===== config.mk =====
export PLATFORM = sky130hd
export DESIGN_NAME = wb_slave_monitor
export DESIGN_NICKNAME = d
export VERILOG_FILES = /design/src/rtl/wb_mon_pkg.sv /design/src/rtl/wb_mon_timer.sv /design/src/rtl/wb_slave_monitor.sv
export SDC_FILE = /design/constraint.sdc
export NUM_CORES = 1
export LEC_CHECK = 0
export CAP_MARGIN = 25
export CELL_PAD_IN_SITES_DETAIL_PLACEMENT = 1
export CELL_PAD_IN_SITES_GLOBAL_PLACEMENT = 2
export CORE_MARGIN = 3
export CORE_UTILIZATION = 31
export CTS_CLUSTER_SIZE = 40
export DETAILED_ROUTE_END_ITERATION = 8
export PLACE_DENSITY_LB_ADDON = 0.1
export SETUP_SLACK_MARGIN = 0.1
export SKIP_LAST_GASP = 1
export SYNTH_ARGS = -nofsm -noshare
export SYNTH_HDL_FRONTEND = slang
export SYNTH_HIERARCHICAL = 1
export SYNTH_SLANG_ARGS = --single-unit

===== constraint.sdc =====
create_clock -name i_clk -period 2.8 [get_ports i_clk]
set_input_delay 0.84 -clock i_clk [delete_from_list [all_inputs] [get_ports i_clk]]
set_output_delay 0.84 -clock i_clk [all_outputs]
set_load 0.01 [all_outputs]

===== src/rtl/wb_mon_pkg.sv =====
// wb_mon_pkg: shared constants for the Wishbone slave-side protocol monitor.
// Error-bit indices are used by the monitor and by anything that decodes o_err.
package wb_mon_pkg;

   localparam int ERR_NOREQ_ACK   = 0;  // ack/err with nothing outstanding
   localparam int ERR_ACK_AND_ERR = 1;  // ack and err in the same cycle
   localparam int ERR_STALL_CHG   = 2;  // request changed while stalled
   localparam int ERR_STB_NO_CYC  = 3;  // stb without cyc
   localparam int ERR_DISCONT     = 4;  // stb gap or we change inside one cyc
   localparam int ERR_TIMEOUT     = 5;  // stall run or ack wait too long
   localparam int ERR_OVERFLOW    = 6;  // request counter hit its ceiling
   localparam int ERR_IDLE_CYC    = 7;  // cyc held idle with nothing outstanding
   localparam int ERR_W           = 8;

   // Width of the run-length timers; they saturate, so this only bounds the limit.
   localparam int TIMER_W         = 16;

   typedef logic [ERR_W-1:0] err_vec_t;

endpackage


===== src/rtl/wb_mon_timer.sv =====
// wb_mon_timer: saturating run-length counter with a limit compare.
// r_count holds the number of earlier consecutive active cycles, so the run
// including the current cycle is r_count+1; o_over fires when that exceeds LIMIT.
// LIMIT = 0 disables the compare.
module wb_mon_timer
   import wb_mon_pkg::*;
#(
   parameter int unsigned LIMIT = 0,
   parameter int unsigned W     = TIMER_W
) (
   input  logic i_clk,
   input  logic i_reset_n,
   input  logic i_active,
   input  logic i_restart,
   output logic o_over
);

   localparam logic [W-1:0] LIM = W'(LIMIT);

   logic [W-1:0] r_count;

   // Count consecutive active cycles; any inactive or restart cycle starts over.
   always_ff @(posedge i_clk or negedge i_reset_n) begin
      if (!i_reset_n) begin
         r_count <= '0;
      end else if (!i_active || i_restart) begin
         r_count <= '0;
      end else if (r_count != '1) begin
         r_count <= r_count + 1'b1;
      end
   end

   assign o_over = (LIMIT != 0) && i_active && (r_count >= LIM);

endmodule


===== src/rtl/wb_slave_monitor.sv =====
// wb_slave_monitor: passive Wishbone B4 pipelined protocol monitor (slave side).
// Counts accepted requests and responses within a cyc, reports outstanding
// transactions and latches protocol violations into sticky o_err bits.
// Define WB_MON_ASSERT_EN to add simulation-only assertions that name each
// violated rule in the cycle its o_err bit first sets.
module wb_slave_monitor
   import wb_mon_pkg::*;
#(
   parameter int          AW                   = 30,
   parameter int          DW                   = 32,
   parameter int          F_LGDEPTH            = 4,
   parameter int unsigned F_MAX_STALL          = 0,
   parameter int unsigned F_MAX_ACK_DELAY      = 0,
   parameter bit          F_OPT_RMW_BUS_OPTION = 1'b1,
   parameter bit          F_OPT_DISCONTINUOUS  = 1'b1,
   parameter bit          F_OPT_MINCLOCK_DELAY = 1'b1
) (
   input  logic                 i_clk,
   input  logic                 i_reset_n,
   input  logic                 i_wb_cyc,
   input  logic                 i_wb_stb,
   input  logic                 i_wb_we,
   input  logic [AW-1:0]        i_wb_addr,
   input  logic [DW-1:0]        i_wb_data,
   input  logic [DW/8-1:0]      i_wb_sel,
   input  logic                 i_wb_ack,
   input  logic                 i_wb_stall,
   input  logic [DW-1:0]        i_wb_idata,
   input  logic                 i_wb_err,
   output logic [F_LGDEPTH-1:0] o_nreqs,
   output logic [F_LGDEPTH-1:0] o_nacks,
   output logic [F_LGDEPTH-1:0] o_outstanding,
   output logic [ERR_W-1:0]     o_err
);

   localparam logic [F_LGDEPTH-1:0] CNT_MAX = '1;

   logic [F_LGDEPTH-1:0] r_nreqs, r_nacks;
   logic [F_LGDEPTH-1:0] w_nreqs_next, w_nacks_next, w_outstanding;
   logic                 w_req, w_resp;
   logic                 r_past_cyc, r_past_stb, r_past_stall, r_past_we, r_past_err;
   logic                 r_seen_stb, r_last_we, r_armed;
   logic [AW-1:0]        r_past_addr;
   logic [DW-1:0]        r_past_data;
   logic [DW/8-1:0]      r_past_sel;
   err_vec_t             r_err, w_viol;
   logic                 w_stall_active, w_stall_over, w_ack_active, w_ack_over;
   logic                 w_req_changed;
   logic                 w_unused;

   // Read data is only observed; nothing in the monitor depends on it.
   assign w_unused = ^i_wb_idata;

   assign w_req         = i_wb_cyc & i_wb_stb & ~i_wb_stall;
   assign w_resp        = i_wb_cyc & (i_wb_ack | i_wb_err);
   assign w_outstanding = r_nreqs - r_nacks;

   // Next counter values: cleared outside a cyc or the cycle after an err, else saturating.
   always_comb begin
      w_nreqs_next = r_nreqs;
      w_nacks_next = r_nacks;
      if (!i_wb_cyc || r_past_err) begin
         w_nreqs_next = '0;
         w_nacks_next = '0;
      end else begin
         if (w_req && (r_nreqs != CNT_MAX)) w_nreqs_next = r_nreqs + 1'b1;
         if (w_resp && (r_nacks != CNT_MAX)) w_nacks_next = r_nacks + 1'b1;
      end
   end

   // Consecutive stall cycles while a request is presented.
   assign w_stall_active = i_wb_cyc & i_wb_stb & i_wb_stall;
   wb_mon_timer #(.LIMIT(F_MAX_STALL)) u_stall_timer (
      .i_clk     (i_clk),
      .i_reset_n (i_reset_n),
      .i_active  (w_stall_active),
      .i_restart (1'b0),
      .o_over    (w_stall_over)
   );

   // Wait of the oldest outstanding request; every response hands over to the next one.
   assign w_ack_active = i_wb_cyc & (w_outstanding != '0);
   wb_mon_timer #(.LIMIT(F_MAX_ACK_DELAY)) u_ack_timer (
      .i_clk     (i_clk),
      .i_reset_n (i_reset_n),
      .i_active  (w_ack_active),
      .i_restart (w_resp),
      .o_over    (w_ack_over)
   );

   assign w_req_changed = (i_wb_addr != r_past_addr) || (i_wb_we != r_past_we) ||
                          (i_wb_sel != r_past_sel) || (i_wb_we && (i_wb_data != r_past_data));

   // Combinational violation detection for this cycle.
   always_comb begin
      w_viol = '0;
      w_viol[ERR_NOREQ_ACK]   = i_wb_cyc && (i_wb_ack || i_wb_err) && (w_outstanding == '0) &&
                                (F_OPT_MINCLOCK_DELAY || !w_req);
      w_viol[ERR_ACK_AND_ERR] = i_wb_cyc && i_wb_ack && i_wb_err;
      w_viol[ERR_STALL_CHG]   = i_wb_cyc && i_wb_stb && r_past_cyc && r_past_stb &&
                                r_past_stall && w_req_changed;
      w_viol[ERR_STB_NO_CYC]  = i_wb_stb && !i_wb_cyc;
      w_viol[ERR_DISCONT]     = i_wb_cyc && i_wb_stb && r_seen_stb &&
                                ((!F_OPT_DISCONTINUOUS && !r_past_stb) || (i_wb_we != r_last_we));
      w_viol[ERR_TIMEOUT]     = w_stall_over || w_ack_over;
      w_viol[ERR_OVERFLOW]    = i_wb_cyc && (w_nreqs_next == CNT_MAX);
      w_viol[ERR_IDLE_CYC]    = !F_OPT_RMW_BUS_OPTION && i_wb_cyc && !i_wb_stb &&
                                r_past_cyc && (w_outstanding == '0);
   end

   // Request/response counters.
   always_ff @(posedge i_clk or negedge i_reset_n) begin
      if (!i_reset_n) begin
         r_nreqs <= '0;
         r_nacks <= '0;
      end else begin
         r_nreqs <= w_nreqs_next;
         r_nacks <= w_nacks_next;
      end
   end

   // Past-cycle bus state used by the stall, gap and idle checks.
   always_ff @(posedge i_clk or negedge i_reset_n) begin
      if (!i_reset_n) begin
         r_past_cyc   <= 1'b0;
         r_past_stb   <= 1'b0;
         r_past_stall <= 1'b0;
         r_past_we    <= 1'b0;
         r_past_err   <= 1'b0;
         r_past_addr  <= '0;
         r_past_data  <= '0;
         r_past_sel   <= '0;
         r_seen_stb   <= 1'b0;
         r_last_we    <= 1'b0;
      end else begin
         r_past_cyc   <= i_wb_cyc;
         r_past_stb   <= i_wb_stb;
         r_past_stall <= i_wb_stall;
         r_past_we    <= i_wb_we;
         r_past_err   <= i_wb_cyc & i_wb_err;
         r_past_addr  <= i_wb_addr;
         r_past_data  <= i_wb_data;
         r_past_sel   <= i_wb_sel;
         if (!i_wb_cyc) begin
            r_seen_stb <= 1'b0;
         end else if (i_wb_stb) begin
            r_seen_stb <= 1'b1;
            r_last_we  <= i_wb_we;
         end
      end
   end

   // Sticky error flags; the first cycle after reset release is never flagged.
   always_ff @(posedge i_clk or negedge i_reset_n) begin
      if (!i_reset_n) begin
         r_armed <= 1'b0;
         r_err   <= '0;
      end else begin
         r_armed <= 1'b1;
         if (r_armed) r_err <= r_err | w_viol;
      end
   end

`ifdef WB_MON_ASSERT_EN
   err_vec_t w_new_err;
   assign w_new_err = r_armed ? (w_viol & ~r_err) : '0;

   // Name each rule in the cycle its sticky flag is first raised.
   always @(posedge i_clk) begin
      if (i_reset_n) begin
         a_noreq_ack: assert (!w_new_err[ERR_NOREQ_ACK])   else $error("wb_mon: ack/err with no request outstanding");
         a_ack_err:   assert (!w_new_err[ERR_ACK_AND_ERR]) else $error("wb_mon: ack and err in the same cycle");
         a_stall_chg: assert (!w_new_err[ERR_STALL_CHG])   else $error("wb_mon: request changed while stalled");
         a_stb_nocyc: assert (!w_new_err[ERR_STB_NO_CYC])  else $error("wb_mon: stb asserted without cyc");
         a_discont:   assert (!w_new_err[ERR_DISCONT])     else $error("wb_mon: stb gap or we change inside one cyc");
         a_timeout:   assert (!w_new_err[ERR_TIMEOUT])     else $error("wb_mon: stall run or ack delay limit exceeded");
         a_overflow:  assert (!w_new_err[ERR_OVERFLOW])    else $error("wb_mon: request counter overflow");
         a_idle_cyc:  assert (!w_new_err[ERR_IDLE_CYC])    else $error("wb_mon: cyc idle with nothing outstanding");
      end
   end
`endif

   assign o_nreqs       = r_nreqs;
   assign o_nacks       = r_nacks;
   assign o_outstanding = w_outstanding;
   assign o_err         = r_err;

endmodule


==> metrics.md, run 1 <==
| Metric | Value |
|---|---|
| Post-DR vias/cell | `4.43` |
| Final min period | `2590 ps` |
| GR Layer Usage met2 | `20.5%` |
| Slew Limit Fails | `0` |
| PD cells | `561 mW/mm^2` |
| CP max stage cell | `fa_1` |
| First-pass GRT wire length | `12800 um` |
| I/O pin count | `126` |
| Average size of a mapped cell | `13.8 um^2` |
| Initial antenna violation count | `0` |
| Status | `completed` |
| Buffers & Inverters on Critical Path | `3` |
| Crit start category | `flop` |
| Maximum fanout along the worst path | `2` |
| Hpwl dp | `5660 um` |
| Hold buffer count at cts | `0` |
| Worst VDD drop | `0.000498 V` |
| Worst setup margin | `209 ps` |
| WHS | `392 ps` |
| FP Rows | `37` |
| R2r worst-path depth | `6` |
| DRC viols | `0` |
| Crit end category | `output port` |
| Final RePlAce weighted congestion | `0.738` |
| Leak pwr | `2.04 nW` |
| Worst reg2reg startpoint | `o_nreqs[1]` |
| Req. time, crit path | `1960 ps` |
| Core Util, Final | `45.6%` |
| Setup slack at placement | `77.4 ps` |
| Final setup vio count | `0` |
| Final period utilization | `92.5%` |
| RR Endpoint | `o_err[6]` |
| Post-synth net total | `361` |
| Crit path max-delay family | `adder cells` |
| Setup CP Type | `reg -> out` |
| Antenna viol nets, final | `0` |
| I/O Buffers | `92` |
| Global-route met1 utilization | `17.1%` |
| Crit path cell chain | `inv_2 -> ha_1 -> inv_1 -> fa_1 -> xor2_2 -> clkbuf_2` |
| Initial core utilization | `32.6%` |
| Biggest cell delay along the critical path | `410 ps` |
| Gate Count Post-Synth | `249` |
| MaxCap Viol Count | `0` |
| GRT Max-Usage Layer | `met2` |
| Iter 0 DRT Violations | `52` |
| H-tree level count | `3` |
| Layout cells sized above 1 | `11.7%` |
| Pin count of the biggest net entering global routing | `64` |
| Crit path launch | `o_nreqs[0]` |
| Die area | `0.0124 mm^2` |
| Layout area overhead | `39.8%` |
| Clk sinks | `89` |
| GR Overflow Total | `0` |
| Synth warnings | `6` |
| Skew final | `8.70 ps` |
| Reg-to-reg slack, setup | `780 ps` |
| RSZ-0062 raised after global routing | `yes` |
| Worst Path Arrival | `1750 ps` |
| Global Route met3 Usage | `5.54%` |
| Drt pass-1 iters | `3` |
| Via Count | `2197` |
| Placed Cells | `480` |
| Clk pin slew, worst setup/hold paths | `90 ps` |
| Total GRT Usage | `13.1%` |
| HP Class | `in -> async` |
| Final wirelength | `7590 um` |
| Clk_lat worst skew | `350 ps` |
| Max clock buf depth | `2` |
| Root Buffer | `clkbuf_8` |
| DIE HEIGHT | `111 um` |
| Mapped cell area | `0.00345 mm^2` |
| WL/cell | `15.3 um` |
| Vias in the first global route | `2467` |
| Die Width | `111 um` |
| Post-route insts no fill | `496` |
| CTS buffer count | `9` |
| Final net count | `468` |
| Hold Vio Cnt, Final | `0` |
| TritonCTS clock tree | `yes` |
| # diodes | `0` |
| Core ar. | `0.0106 mm^2` |
| Maximum clock frequency | `386 MHz` |
## per-stage QoR
step	TNS, ps	total power [mW]	cell area (um^2)
finish	0	2.70	4820
global route	0	2.85	4820
global placement	0	1.76	4580
CTS	-9.54	2.75	4800
floorplan	0	1.54	3450
detailed placement	0	1.77	4580
## sequential cells by signal (all words and copies together), names as in the netlist, 4 cells and up
register,flops
r_past_sel,4
o_nacks,4
o_nreqs,4
o_err,7
r_past_data,32
r_past_addr,30
## cells in the final DEF, fill, tap and decap left out, drive strengths merged, types with 3 or more instances in the layout
| cell | instances |
|---|---|
| dfrtp | 89 |
| clkdlybuf4s50 | 88 |
| xor2 | 59 |
| xnor2 | 16 |
| nor4 | 15 |
| clkbuf | 13 |
| buf | 10 |
| nand4 | 7 |
| inv | 7 |
| nor2 | 6 |
| ha | 5 |
| o21ai | 4 |
| conb | 4 |
| a21oi | 3 |
| nand2 | 3 |
## power by group
group	leakage [nW]	total (mW)	switching, mW	internal, mW
Clock	0.104	0.966	0.446	0.521
Sequential	1.05	1.39	0.0337	1.35
Combinational	0.889	0.350	0.149	0.201
Total	2.04	2.70	0.628	2.07
## how the worst max path moves through the flow
stage                             to  slack [ps]  cells past startpoint
floorplan           o_outstanding[2]         610                      5
global placement            o_err[6]         130                      6
detailed placement          o_err[2]          80                      6
CTS                 o_outstanding[2]         -10                      6
global route        o_outstanding[2]          90                      6
finish              o_outstanding[2]         210                      6
## per-layer routing
layer | share of wire, % | wire length, um
met1 | 45 | 3420
met2 | 48 | 3650
met3 | 5.8 | 444
met5 | 0 | 0
met4 | 0.96 | 73
## area by class of cell
type | count | area (um^2)
well taps | 136 | 170
repair buffers | 101 | 983
clock buffers | 10 | 138
fillers | 1096 | 5740
flip-flops and latches | 89 | 2230
inverters | 7 | 26.3
multi-input cells | 148 | 1190
clock inverters | 5 | 80.1
## repair_timing
| item | 4_1_cts | 5_1_grt |
|---|---|---|
| gates resized for setup | 5 | 11 |
| endpoints found under the setup margin | 3 | 3 |
| pin swaps | 1 | 2 |
| buffers inserted | 1 | 0 |
Note: power is estimated with default switching activity, not from simulation.
==> inputs of run 2 (changes only) <==
Settings changed: CORE_MARGIN 3 to 2, CTS_CLUSTER_SIZE 40 to not set.
==> run 2 against run 1 <==
Clock-buffer cell count increased by 1. Core utilization decreased by 1.6 points. Critical path depth stayed put. Register-to-register slack hardly changed. Largest cell class unchanged.
==> metrics.md, run 2 (synthesis gave the netlist of run 1 again) <==
| Metric | Value |
|---|---|
| Switching part of the total | `25.2%` |
| TritonCTS clock tree | `yes` |
| H-tree level count | `3` |
| Filler instances | `1151` |
| Clk_lat worst skew | `350 ps` |
| Clk sinks | `89` |
| Initial antenna violation count | `0` |
| PnR Total Power | `2.55 mW` |
| Worst VDD drop | `0.000237 V` |
| Max clock buf depth | `2` |
| Post-DR vias/cell | `4.40` |
| DRC viols | `0` |
| Layout cells sized above 1 | `11.4%` |
| Area occupied by multi-input gates | `0.00118 mm^2` |
| Status | `completed` |
| Layout area overhead | `38.6%` |
| RSZ-0062 raised after global routing | `yes` |
| Top reg by flops | `r_past_data` |
| GR Overflow Total | `0` |
| Req. time, crit path | `1960 ps` |
| Pin count of the biggest net entering global routing | `57` |
| Core ar. | `0.0108 mm^2` |
| Final setup vio count | `0` |
| FP Rows | `38` |
| Die Width | `109 um` |
| Final wirelength | `7380 um` |
| Clk pin slew, worst setup/hold paths | `90 ps` |
| First-pass GRT wire length | `12300 um` |
| Maximum clock frequency | `388 MHz` |
| Max reg flops | `32` |
| Hold buffer count at cts | `0` |
| Final net count | `468` |
| Hold Vio Cnt, Final | `0` |
| I/O pin count | `126` |
| Crit end category | `output port` |
| Crit start category | `flop` |
| MaxCap Viol Count | `0` |
| Hpwl dp | `5440 um` |
| Skew final | `10.9 ps` |
| Final period utilization | `92.1%` |
| Sequential Power Share | `54.4%` |
| Slew Limit Fails | `0` |
| WL/cell | `14.7 um` |
| Clock share of power | `31.9%` |
| Total net switching power | `0.640 mW` |
| Final min period | `2580 ps` |
| # diodes | `0` |
| Maximum fanout along the worst path | `2` |
| PD cells | `533 mW/mm^2` |
| DIE HEIGHT | `109 um` |
| Initial core utilization | `31.8%` |
| Vias in the first global route | `2466` |
| Total GRT Usage | `13.6%` |
| Iter 0 DRT Violations | `52` |
| Root Buffer | `clkbuf_8` |
| TNS Setup | `0 ps` |
| Internal power | `1.90 mW` |
| I/O Buffers | `92` |
| Final RePlAce weighted congestion | `0.655` |
| Drt pass-1 iters | `4` |
| Gate power share | `13.7%` |
| Die area | `0.0120 mm^2` |
| Via Count | `2202` |
| Leading cell types in the layout, fill and taps excluded | `clkdlybuf4s50_1 (88), dfrtp_1 (88), xor2_1 (58)` |
| Leak pwr | `2.02 nW` |
| HP Class | `in -> async` |
| Setup CP Type | `reg -> out` |
| Worst Path Arrival | `1740 ps` |
| Antenna viol nets, final | `0` |
| CTS buffer count | `9` |
| FF+latch area | `0.00223 mm^2` |
run 2: layer usage:
| metal | wire (um) | GRT usage, % | vias to the layer above |
|---|---|---|---|
| met1 | 3390 | 16.8 | 1100 |
| met4 | 103 | 4.61 | 0 |
| met3 | 398 | 3.97 | 9 |
| met2 | 3490 | 22.9 | 53 |
| li1 | - | - | 1040 |
| met5 | 0 | 0 | - |
run 2: power by group through the flow:
stage                     Sequential, mW  Combinational, mW  Clock (mW)
final                               1.39              0.348       0.812
after detailed placement            1.41              0.358           0
after global routing                1.39              0.391       0.917
after CTS                           1.39              0.358       0.864
after floorplan                     1.41              0.125           0
after global placement              1.41              0.353           0
run 2: critical path, cell delays in order (launching register included):
cell and delay, ps:
dfrtp_1 400, inv_2 70, ha_1 140, inv_1 60, fa_1 410, xor2_2 170, buf_2 150
run 2: worst paths after layout:
check / start / slack [ps] / cells after the start / endpoint
max: o_nreqs[0] / 220 / 6 / o_outstanding[2]
min: i_reset_n / 430 / 1 / r_past_data[3]
max reg2reg: o_nreqs[1] / 790 / 6 / o_err[6]
min reg2reg: o_err[5] / 470 / 1 / o_err[5]
max in group asynchronous: i_reset_n / 1670 / 2 / o_nreqs[1]
min in group i_clk: o_err[5] / 470 / 1 / o_err[5]
run 2: what timing repair did:
action / in CTS / in global routing
gates resized for setup: 11 / 5
buffers inserted: 1 / 0
endpoints found under the setup margin: 3 / 3
pin swaps: 2 / 1
run 2: cell type report:
cell class | instances | share of cell area [%]
Multi-Input combinational cell | 148 | 24.7
Clock inverter | 5 | 0.865
Inverter | 7 | 0.550
Tap cell | 140 | 3.67
Clock buffer | 11 | 2.96
Sequential cell | 89 | 46.7
Timing Repair Buffer | 101 | 20.6
run 2: through the flow:
step / hold WS (ps) / area [um^2] / std cells / utilization (%) / setup slack [ps]
after floorplan: 464 / 3450 / 249 / - / 612
after global placement: 457 / 4580 / 484 / 42.3 / 132
after detailed placement: 456 / 4580 / 484 / 42.3 / 111
after CTS: 434 / 4770 / 501 / 44.0 / 116
after global routing: 435 / 4780 / 501 / 44.1 / 72.6
final: 428 / 4780 / 501 / 44.1 / 221
